==> config.mk <==
export PLATFORM = sky130hd
export DESIGN_NAME = inst_loader
export DESIGN_NICKNAME = d
export VERILOG_FILES = /design/src/rtl/inst_loader.sv
export SDC_FILE = /design/constraint.sdc
export NUM_CORES = 1
export LEC_CHECK = 0
export ABC_AREA = 1
export ABC_CLOCK_PERIOD_IN_PS = 4500
export BUFFER_PORTS_ARGS = -buffer_cell sky130_fd_sc_hd__clkbuf_2
export CAP_MARGIN = 20
export CORE_MARGIN = 2
export CORE_UTILIZATION = 34
export CTS_BUF_LIST = sky130_fd_sc_hd__clkbuf_4
export DETAILED_ROUTE_END_ITERATION = 6
export PLACE_DENSITY = 0.57
export SKIP_CTS_REPAIR_TIMING = 1
export SYNTH_ARGS = -nofsm -noshare
export SYNTH_HDL_FRONTEND = slang
export SYNTH_SLANG_ARGS = --single-unit
==> constraint.sdc <==
create_clock -name clk -period 4.5 [get_ports clk]
set_input_delay 0.9 -clock clk [delete_from_list [all_inputs] [get_ports clk]]
set_output_delay 0.9 -clock clk [all_outputs]
set_load 0.05 [all_outputs]
==> src/rtl/inst_loader.sv <==
`timescale 1ns/1ps
`default_nettype none
// +-----------------------------------------------------------------------------+
// | inst_loader: boot loader, byte stream -> 32-bit instruction BRAM writes.     |
// | Revision: 1.0                                                               |
// +-----------------------------------------------------------------------------+
module inst_loader #(
  parameter int INST_SIZE = 15
) (
  input  logic                 clk,
  input  logic                 rst,
  input  logic                 start,
  input  logic [7:0]           rx_data,
  input  logic                 rx_valid,
  output logic                 we,
  output logic [INST_SIZE-1:0] waddr,
  output logic [31:0]          wdata,
  output logic                 busy,
  output logic                 done,
  output logic                 err
);

  localparam logic [1:0] IDLE = 2'd0;
  localparam logic [1:0] HDR  = 2'd1;
  localparam logic [1:0] BODY = 2'd2;

  localparam logic [31:0]       CAP     = 32'd1 << INST_SIZE;
  localparam logic [INST_SIZE:0] REM_ONE = (INST_SIZE+1)'(1);

  logic [1:0]           state_q, state_d;
  logic [1:0]           byte_cnt_q, byte_cnt_d;
  logic [23:0]          cnt_q, cnt_d;
  logic [23:0]          word_q, word_d;
  logic [INST_SIZE:0]   remain_q, remain_d;
  logic                 we_q, we_d;
  logic [INST_SIZE-1:0] waddr_q, waddr_d;
  logic [31:0]          wdata_q, wdata_d;
  logic                 busy_q, busy_d;
  logic                 done_q, done_d;
  logic                 err_q, err_d;

  // Only the upper three bytes are stored; the fourth arrives on rx_data.
  logic [31:0] w_hdr;
  logic [31:0] w_word;
  assign w_hdr  = {cnt_q, rx_data};
  assign w_word = {word_q, rx_data};

  always_comb begin
    state_d    = state_q;
    byte_cnt_d = byte_cnt_q;
    cnt_d      = cnt_q;
    word_d     = word_q;
    remain_d   = remain_q;
    we_d       = 1'b0;
    waddr_d    = waddr_q;
    wdata_d    = wdata_q;
    busy_d     = busy_q;
    done_d     = 1'b0;
    err_d      = err_q;

    // Address advances the edge after the write it labelled.
    if (we_q) begin
      waddr_d = waddr_q + 1'b1;
    end

    case (state_q)
      IDLE: begin
        busy_d = 1'b0;
        if (start && !busy_q) begin
          state_d    = HDR;
          byte_cnt_d = 2'd0;
          cnt_d      = 24'd0;
          waddr_d    = '0;
          err_d      = 1'b0;
          busy_d     = 1'b1;
        end
      end
      HDR: begin
        busy_d = 1'b1;
        if (rx_valid) begin
          cnt_d      = w_hdr[23:0];
          byte_cnt_d = byte_cnt_q + 2'd1;
          if (byte_cnt_q == 2'd3) begin
            if (w_hdr > CAP) begin
              err_d   = 1'b1;
              state_d = IDLE;
            end else if (w_hdr == 32'd0) begin
              done_d  = 1'b1;
              state_d = IDLE;
            end else begin
              remain_d = w_hdr[INST_SIZE:0];
              state_d  = BODY;
            end
          end
        end
      end
      BODY: begin
        busy_d = 1'b1;
        if (rx_valid) begin
          word_d     = w_word[23:0];
          byte_cnt_d = byte_cnt_q + 2'd1;
          if (byte_cnt_q == 2'd3) begin
            wdata_d  = w_word;
            we_d     = 1'b1;
            remain_d = remain_q - REM_ONE;
            if (remain_q == REM_ONE) begin
              done_d  = 1'b1;
              state_d = IDLE;
            end
          end
        end
      end
      default: begin
        state_d = IDLE;
      end
    endcase
  end

  always_ff @(posedge clk or posedge rst) begin
    if (rst) begin
      state_q    <= IDLE;
      byte_cnt_q <= 2'd0;
      cnt_q      <= 24'd0;
      word_q     <= 24'd0;
      remain_q   <= '0;
      we_q       <= 1'b0;
      waddr_q    <= '0;
      wdata_q    <= 32'd0;
      busy_q     <= 1'b0;
      done_q     <= 1'b0;
      err_q      <= 1'b0;
    end else begin
      state_q    <= state_d;
      byte_cnt_q <= byte_cnt_d;
      cnt_q      <= cnt_d;
      word_q     <= word_d;
      remain_q   <= remain_d;
      we_q       <= we_d;
      waddr_q    <= waddr_d;
      wdata_q    <= wdata_d;
      busy_q     <= busy_d;
      done_q     <= done_d;
      err_q      <= err_d;
    end
  end

  assign we    = we_q;
  assign waddr = waddr_q;
  assign wdata = wdata_q;
  assign busy  = busy_q;
  assign done  = done_q;
  assign err   = err_q;

endmodule
`default_nettype wire
Word level (Yosys, flattened, before mapping)
Index checks and enable logic that the tools add are counted.

Register bits: 119. Word-level logic and storage cells: 87.

Add/sub/neg operators: 3. $lt $le $gt $ge: 1. Equality and inequality tests: 14. Muxes and demuxes: 43. Reductions and logical operators: 15.

Operators with widths (number): $mux W16 (6); $mux W24 (2); $pmux W24 S2 (1); $mux W15 (3); $gt A32 B16 Y1 const B (1); $logic_not A32 Y1 (1); $pmux W16 S2 (1); $mux W2 (10); $ne A2 B2 Y1 const B (9); $eq A16 B1 Y1 const B (1); $sub A16 B1 Y16 const B (1); $add A15 B1 Y15 const B (1); $mux W1 (15); $reduce_and A3 Y1 (3); $reduce_and A7 Y1 (1); $pmux W1 S2 (3); $pmux W2 S3 (1); $reduce_and A6 Y1 (1); $reduce_bool A2 Y1 (3); $reduce_and A5 Y1 (1); $eq A2 B2 Y1 const B (2); $pmux W2 S2 (1); $add A2 B1 Y2 const B (1); $eq A2 B1 Y1 const B (1); other kinds (6) (6).

Logic depth before layout (Yosys ltp)
Gate-level depths: netlist of the first run.

Depth after elaboration: 6. Mapped depth: 12. Depth with buffers taken out: 11.

Worst setup path after synthesis of the first run
Ideal clock, no wire load.

Kind: in2reg. Start: input port start. End: register cnt_q[23]. Library setup time: 0.135 ns. Arrival time: 1.930 ns. Path slack: 2.435 ns. Stages: 9. Path buffers: 2. Path through: inv_1 > nor2_1 > nor2_1 > nor2_2 > o21ai_0 > buf_2 > buf_2 > nand2_1 > o31ai_1.

Longest elaborated chain between the ends: 3.

Ends and longest elaborated chain: start: declaration (RTL line 12) `input logic start,`; $logic_and A1 B1 Y1 (RTL line 69) `if (start && !busy_q) begin`; $ne A2 B2 Y1 (no line); $reduce_and A3 Y1 (no line); end signal: assignment (RTL line 135) `cnt_q <= cnt_d;`; end: declaration (RTL line 32) `logic [23:0] cnt_q, cnt_d;`.

Every way passes these cells. A chain may end at the register's enable or synchronous reset.

Worst setup path after layout of the first run
Start: register state_q[1]. End: register cnt_q[4].

Longest elaborated chain between the ends: 3. Elaborated cells between the ends (all ways): 7. Those cells by class: eq/ne (3); mux (1); reduce/logical (3).

Ends and longest elaborated chain: start: declaration (RTL line 30) `logic [1:0] state_q, state_d;`; start signal: assignment (RTL line 133) `state_q <= state_d;`; $eq A2 B1 Y1 / $logic_not A2 Y1 (equally long branches) (RTL line 66) `case (state_q)`; $ne A2 B2 Y1 (no line) / $reduce_bool A2 Y1 (equally long branches); $reduce_and A3 Y1 (no line).

Several ways; a longest one is shown, not always the timed one.

==> results of run 1 <==
==> placed cells by master (no fill, tap or decap), types with 2 or more instances in the layout <==
master	instances
o21ai_1	3
clkbuf_2	62
clkbuf_4	19
bufinv_16	4
clkinv_2	2
a21oi_1	9
xor2_1	2
dfrtp_1	119
clkinvlp_4	3
o21ai_0	67
nand4_1	21
buf_4	3
inv_1	71
clkinv_1	3
nor2_1	68
nand3_1	42
inv_6	2
nor3_1	4
o31ai_1	11
nand2_1	222
o21bai_1	3
ha_1	8
==> state kept, by name, indices dropped and copies added (netlist names) <==
| name | flops |
|---|---|
| wdata | 32 |
| cnt_q | 24 |
| word_q | 24 |
| remain_q | 16 |
| waddr | 15 |
| byte_cnt_q | 2 |
| state_q | 2 |
| busy | 1 |
| done | 1 |
| err | 1 |
| we | 1 |
==> Yosys cell counts, drive strengths merged <==
cell type	count
a31oi	1
nand3	43
clkbuf	17
nor3	4
ha	8
or2	1
buf	8
nand2	223
o21ai	71
o31ai	11
a22oi	1
o21bai	4
nor2	70
nand3b	1
a211oi	1
o21a	1
a32o	1
inv	72
dfrtp	119
a21oi	9
nand4	21
xnor2	1
xor2	2
clkinv	1
==> logic make-up (layout without fill, tap and decap cells) <==
group,Yosys count,count (layout),synth area share (%)
compound gates,100,100,10.13
xor+xnor,3,3,0.4730
fa+ha+maj,8,8,1.801
buf+inv,98,172,6.913
flops,119,119,53.59
simple gates,363,363,27.09
==> power by group <==
group          internal (mW)  switching, mW  total, mW
clock                  0.451          0.425      0.876
sequential              1.33          0.212       1.54
combinational          0.496           1.15       1.65
==> layer usage <==
layer | routed length, um | track usage [%] | vias up
li1 | - | - | 2361
met1 | 6775 | 23.64 | 2165
met2 | 5732 | 24.14 | 110
met3 | 678 | 4.460 | 21
met4 | 205 | 5.012 | 0
met5 | 0 | 0 | -
==> stage by stage <==
step,instances,hold slack [ps],worst slack (ps),utilization (%)
5_1_grt,981,502.2,1241,40.21
3_5_place_dp,949,458.5,1593,38.20
3_3_place_gp,948,456.2,1195,38.11
2_1_floorplan,691,441.9,442.5,-
6_report,981,478.4,1539,40.21
4_1_cts,981,485.6,1550,40.21
==> layout make-up <==
type | count | area share [%]
repair buffers | 67 | 5.738
clock inverters | 13 | 2.771
inverters | 73 | 4.313
flip-flops and latches | 119 | 46.45
clock buffers | 19 | 2.225
well taps | 216 | 4.215
multi-input cells | 474 | 34.29
==> path summary, 6_finish.rpt <==
| check | from | to | slack, ps | cells past startpoint |
|---|---|---|---|---|
| worst min-delay path | wdata[27] | wdata[27] | 480 | 2 |
| worst max register to register | state_q[1] | cnt_q[4] | 1540 | 8 |
| min in group asynchronous | rst | wdata[20] | 500 | 3 |
| worst max-delay path | state_q[1] | cnt_q[4] | 1540 | 8 |
| max in group asynchronous | rst | err | 3490 | 3 |
| worst min register to register | wdata[27] | wdata[27] | 480 | 2 |
==> worst max-delay path: stages, from the launching register on <==
cell and delay, ps:
dfrtp_1 410, inv_1 80, ha_1 460, inv_1 480
nor2_1 100, nor2_2 610, o21ai_2 270, buf_8 240
o31ai_1 200
==> results by group, run 1 <==
Status
  – Status: finished clean

Power and ir drop
  – Power, Total: 4.059 mW
  – IR drop worst, VDD: 0.2805 mV
  – Leak: 3.320 nW
  – PD cells: 633.2 nW/um^2

Floorplanning
  – IO Count: 63
  – Die ar.: 17380 um^2
  – Starting Density: 34.85%
  – Die Wd: 131.8 um
  – Site Rows: 46
  – Die height: 131.8 um
  – Core Box Area: 15940 um^2

Global routing
  – Vias in the first global route: 4468
  – Initial antenna violation count: 0
  – Largest net degree at the start of global routing: 120
  – First-pass GRT wire length: 22960 um
  – Gr ovfl total: 0
  – Overall Global Routing Usage: 16.42%

Final layout
  – Design area: 6411 um^2
  – Area of the multi-input gates: 2198 um^2
  – Ant. Diodes: 0
  – Fin nets: 772
  – Layout cell share with drive strength beyond 1: 13.73%
  – Register area: 2978 um^2
  – Fillers: 1669
  – Syn-to-layout area delta: 15.38%

Detailed routing
  – # DRC: 0
  – Routed Antenna Nets: 0
  – DRT Pass-1 Iters: 4
  – Via density: 4.747
  – WL/cell: 13.65 um
  – Iteration-0 DRC count of the detailed router: 341
  – Via count: 4657
  – Routed WL: 13390 um

Clock network
  – Clk pin slew, worst setup/hold paths: 100 ps
  – Clock sinks: 119
  – H-Tree Level Count: 4
  – Clock latency on the worst-skew pair: 530 ps
  – CTS tree: built
  – Clk buf depth: 2
  – TritonCTS buffer count: 17
  – Root buf cell: clkbuf_4

Critical path
  – Critical path required time: 4930 ps
  – CP Max Fanout: 25
  – Critical path type: reg2reg
  – Crit path capture type: register
  – Critical path arrival: 3390 ps
  – Critical Path Source Type: register

Placed design
  – Detail Placement HPWL: 9038 um
  – Port Buffers: 62
  – Routability cong.: 0.8696
  – Cell Area, Placed: 6091 um^2

Synth
  – Syn. warnings: 0
  – Largest area contributor in the netlist: dfrtp_1
  – Share of the synthesized area in the top cell type: 53.59%
  – Synthesized area: 5557 um^2
  – Sequential fraction of the synthesis area: 53.59%
  – Synthesized area per cell: 8.041 um^2
  – Post-synthesis sequential element count: 119
  – Yosys cell types: 33
  – Synth top area cells: dfrtp_1 54%, nand2_1 15%, o21ai_0 6.1%
  – Cells after synthesis: 691
  – Synthesized net count: 711

STA
  – Worst Tran Pin Value: 788.3 ps
  – Slew Viols, Final: 0
  – Setup TNS: 0 ps
  – Fmax: 0.3377 GHz
  – Slew HR: 47.45%
  – Fin crit share: 65.81%
  – Final setup viols: 0
  – Worst Skew: 18.37 ps
  – Shortest period the worst path allows: 2961 ps
  – Count of final hold-check violations: 0
  – RSZ-0062 raised after global routing: false

Run
  – Max Cap Violations: 0

Worst hold path
  – Hold Crit Class: reg2reg
(Power assumes the default switching activity.)
==> run 2: changes to the inputs <==
--- a/config.mk
+++ b/config.mk
@@ -6,7 +6,7 @@
 export NUM_CORES = 1
 export LEC_CHECK = 0
 export ABC_AREA = 1
-export ABC_CLOCK_PERIOD_IN_PS = 4500
+export ABC_CLOCK_PERIOD_IN_PS = 3000
 export BUFFER_PORTS_ARGS = -buffer_cell sky130_fd_sc_hd__clkbuf_2
 export CAP_MARGIN = 20
 export CORE_MARGIN = 2
==> constraint.sdc (replaced) <==
create_clock -name clk -period 3 [get_ports clk]
set_input_delay 0.6 -clock clk [delete_from_list [all_inputs] [get_ports clk]]
set_output_delay 0.6 -clock clk [all_outputs]
set_load 0.05 [all_outputs]
==> results by group, run 2 (synthesis gave the netlist of run 1 again) <==
Final layout
  – Fillers: 1668 (was 1669)
  – Finished Core Util: 40.28% (was 40.21%)
  – Layout cell share with drive strength beyond 1: 14.29% (was 13.73%)
  – Ant. Diodes: 0 (unchanged)
  – Max reg flops: 32 (unchanged)
  – Design area: 6421 um^2 (was 6411 um^2)
  – Syn-to-layout area delta: 15.56% (was 15.38%)
  – Commonest non-fill, non-tap cell in the layout: nand2_1 (unchanged)
  – Most frequent cells in the layout: 222 x nand2_1, 119 x dfrtp_1, 71 x inv_1 (unchanged)
  – Non-filler cells, final: 986 (was 981)
  – Fin nets: 777 (was 772)

Critical path
  – Critical path's top delay family: simple AND/OR/NAND/NOR gates (was buffers and inverters)
  – Critical path required time: 3410 ps (was 4930 ps)
  – Crit-path slowest cell: nand2_1 (was nor2_2)
  – CP Max Fanout: 18 (was 25)
  – Largest stage delay, worst path: 490 ps (was 610 ps)
  – Worst Setup EP: remain_q[8] (was cnt_q[4])
  – Critical Path Source: state_q[1] (unchanged)
  – Worst r2r src: state_q[1] (unchanged)
  – Worst-path cell chain: inv_1 -> ha_1 -> buf_4 -> o21ai_0 -> nand2_1 -> nand3_4 -> nand2_1 -> nand2_1 (was inv_1 -> ha_1 -> inv_1 -> nor2_1 -> nor2_2 -> o21ai_2 -> buf_8 -> o31ai_1)
  – Reg2reg setup slack: 860 ps (was 1540 ps)
  – Buf/Inv on CP: 2 (was 3)
  – R2R depth: 8 (unchanged)
  – Levels on crit path: 8 (unchanged)
  – Critical path type: reg2reg (unchanged)
  – Most frequent CP cell: nand2_1 (was inv_1)
  – R2r endpoint: remain_q[8] (was cnt_q[4])
  – Critical Path Source Type: register (unchanged)
  – Critical path arrival: 2550 ps (was 3390 ps)
  – Crit path capture type: register (unchanged)

Detailed routing
  – Iteration-0 DRC count of the detailed router: 300 (was 341)
  – DRT Pass-1 Iters: 5 (was 4)
  – Routed WL: 13140 um (was 13390 um)
  – Met2 wire length: 5496 um (was 5732 um)
  – WL/cell: 13.33 um (was 13.65 um)
  – Routed wl met3: 510 um (was 678 um)
  – # DRC: 0 (unchanged)
  – Routed met1 length: 6946 um (was 6775 um)
  – Via density: 4.622 (was 4.747)
  – Routed Antenna Nets: 0 (unchanged)
  – Via count: 4557 (was 4657)
  – Uppermost layer routed: met4 (unchanged)

Global routing
  – Largest net degree at the start of global routing: 120 (unchanged)
  – Overall Global Routing Usage: 16.15% (was 16.42%)
  – First-pass GRT wire length: 22520 um (was 22960 um)
  – Initial antenna violation count: 0 (unchanged)
  – Gr ovfl total: 0 (unchanged)
  – Vias in the first global route: 4338 (was 4468)

STA
  – Fmax: 0.4682 GHz (was 0.3377 GHz)
  – Shortest period the worst path allows: 2136 ps (was 2961 ps)
  – RSZ-0062 raised after global routing: false (unchanged)
  – Slew Viols, Final: 0 (unchanged)
  – Setup TNS: 0 ps (unchanged)
  – Final setup viols: 0 (unchanged)
  – Worst Skew: 19.36 ps (was 18.37 ps)
  – Worst Tran Pin Value: 655.4 ps (was 788.3 ps)
  – Final hold slack: 218.3 ps (was 478.4 ps)
  – Count of final hold-check violations: 0 (unchanged)
  – Slew HR: 56.31% (was 47.45%)
  – Fin crit share: 71.20% (was 65.81%)
  – Final worst slack: 864.1 ps (was 1539 ps)

Floorplanning
  – Die height: 131.8 um (unchanged)
  – IO Count: 63 (unchanged)
  – Starting Density: 34.85% (unchanged)
  – Site Rows: 46 (unchanged)
  – Die ar.: 17380 um^2 (unchanged)
  – Die Wd: 131.8 um (unchanged)
  – Core Box Area: 15940 um^2 (unchanged)

Power and ir drop
  – PD cells: 934.1 nW/um^2 (was 633.2 nW/um^2)
  – Power, Total: 5.998 mW (was 4.059 mW)
  – IR drop worst, VDD: 0.3833 mV (was 0.2805 mV)
  – Leak: 3.326 nW (was 3.320 nW)

Clock network
  – Clk pin slew, worst setup/hold paths: 110 ps (was 100 ps)
  – Clk buf depth: 2 (unchanged)
  – Root buf cell: clkbuf_4 (unchanged)
  – H-Tree Level Count: 4 (unchanged)
  – TritonCTS buffer count: 17 (unchanged)
  – Clock latency on the worst-skew pair: 530 ps (about the same)
  – CTS tree: built (unchanged)
  – Clock sinks: 119 (unchanged)

Placed design
  – Routability cong.: 0.7941 (was 0.8696)
  – Cell Area, Placed: 6122 um^2 (was 6091 um^2)
  – Detail Placement HPWL: 9089 um (was 9038 um)
  – Dpl cells: 954 (was 949)
  – DP Worst Slack: 748.3 ps (was 1593 ps)
  – Port Buffers: 62 (unchanged)

Worst hold path
  – Hold Crit Class: in2async (was reg2reg)

Status
  – Status: finished clean (unchanged)

Run
  – Max Cap Violations: 0 (unchanged)
## run 2: cell types whose count changed in the layout (fill, tap and decap cells not counted), sizes merged
| cell | delta |
|---|---|
| clkinvlp | +1 |
| clkinv | +3 |
| bufinv | -1 |
| inv | -3 |
| buf | +5 |
## run 2: power breakdown
part | internal, mW | switching, mW
sequential | 1.99 | 0.319
clock | 0.590 | 0.611
combinational | 0.762 | 1.73
total | 3.34 | 2.66
## run 2: how the worst min path moves through the flow
stage | endpoint | cells past startpoint | slack (ps) | startpoint
final | waddr[3] | 3 | 220 | rst
after detailed placement | wdata[25] | 2 | 460 | wdata[25]
after floorplan | remain_q[1] | 2 | 440 | remain_q[1]
after global placement | wdata[25] | 2 | 460 | wdata[25]
after CTS | waddr[5] | 3 | 220 | rst
after global routing | wdata[31] | 3 | 250 | rst
## run 2: area by class of cell
type	count	area, um^2	area share, %
repair buffers	72	397.9	6.196
well taps	216	270.3	4.209
clock buffers	19	142.6	2.221
flip-flops and latches	119	2978	46.38
clock inverters	13	156.4	2.436
multi-input cells	474	2198	34.24
inverters	73	277.8	4.326
## run 2: layer usage
layer / vias up / track usage [%]
met1: 2066 / 24.05
met5: - / 0
met4: 0 / 5.797
met3: 15 / 3.576
li1: 2369 / -
met2: 107 / 22.98
## run 2: worst min-delay path, cell delays in order
cell and delay, ps:
clkbuf_2 100, clkinvlp_4 70, buf_12 450
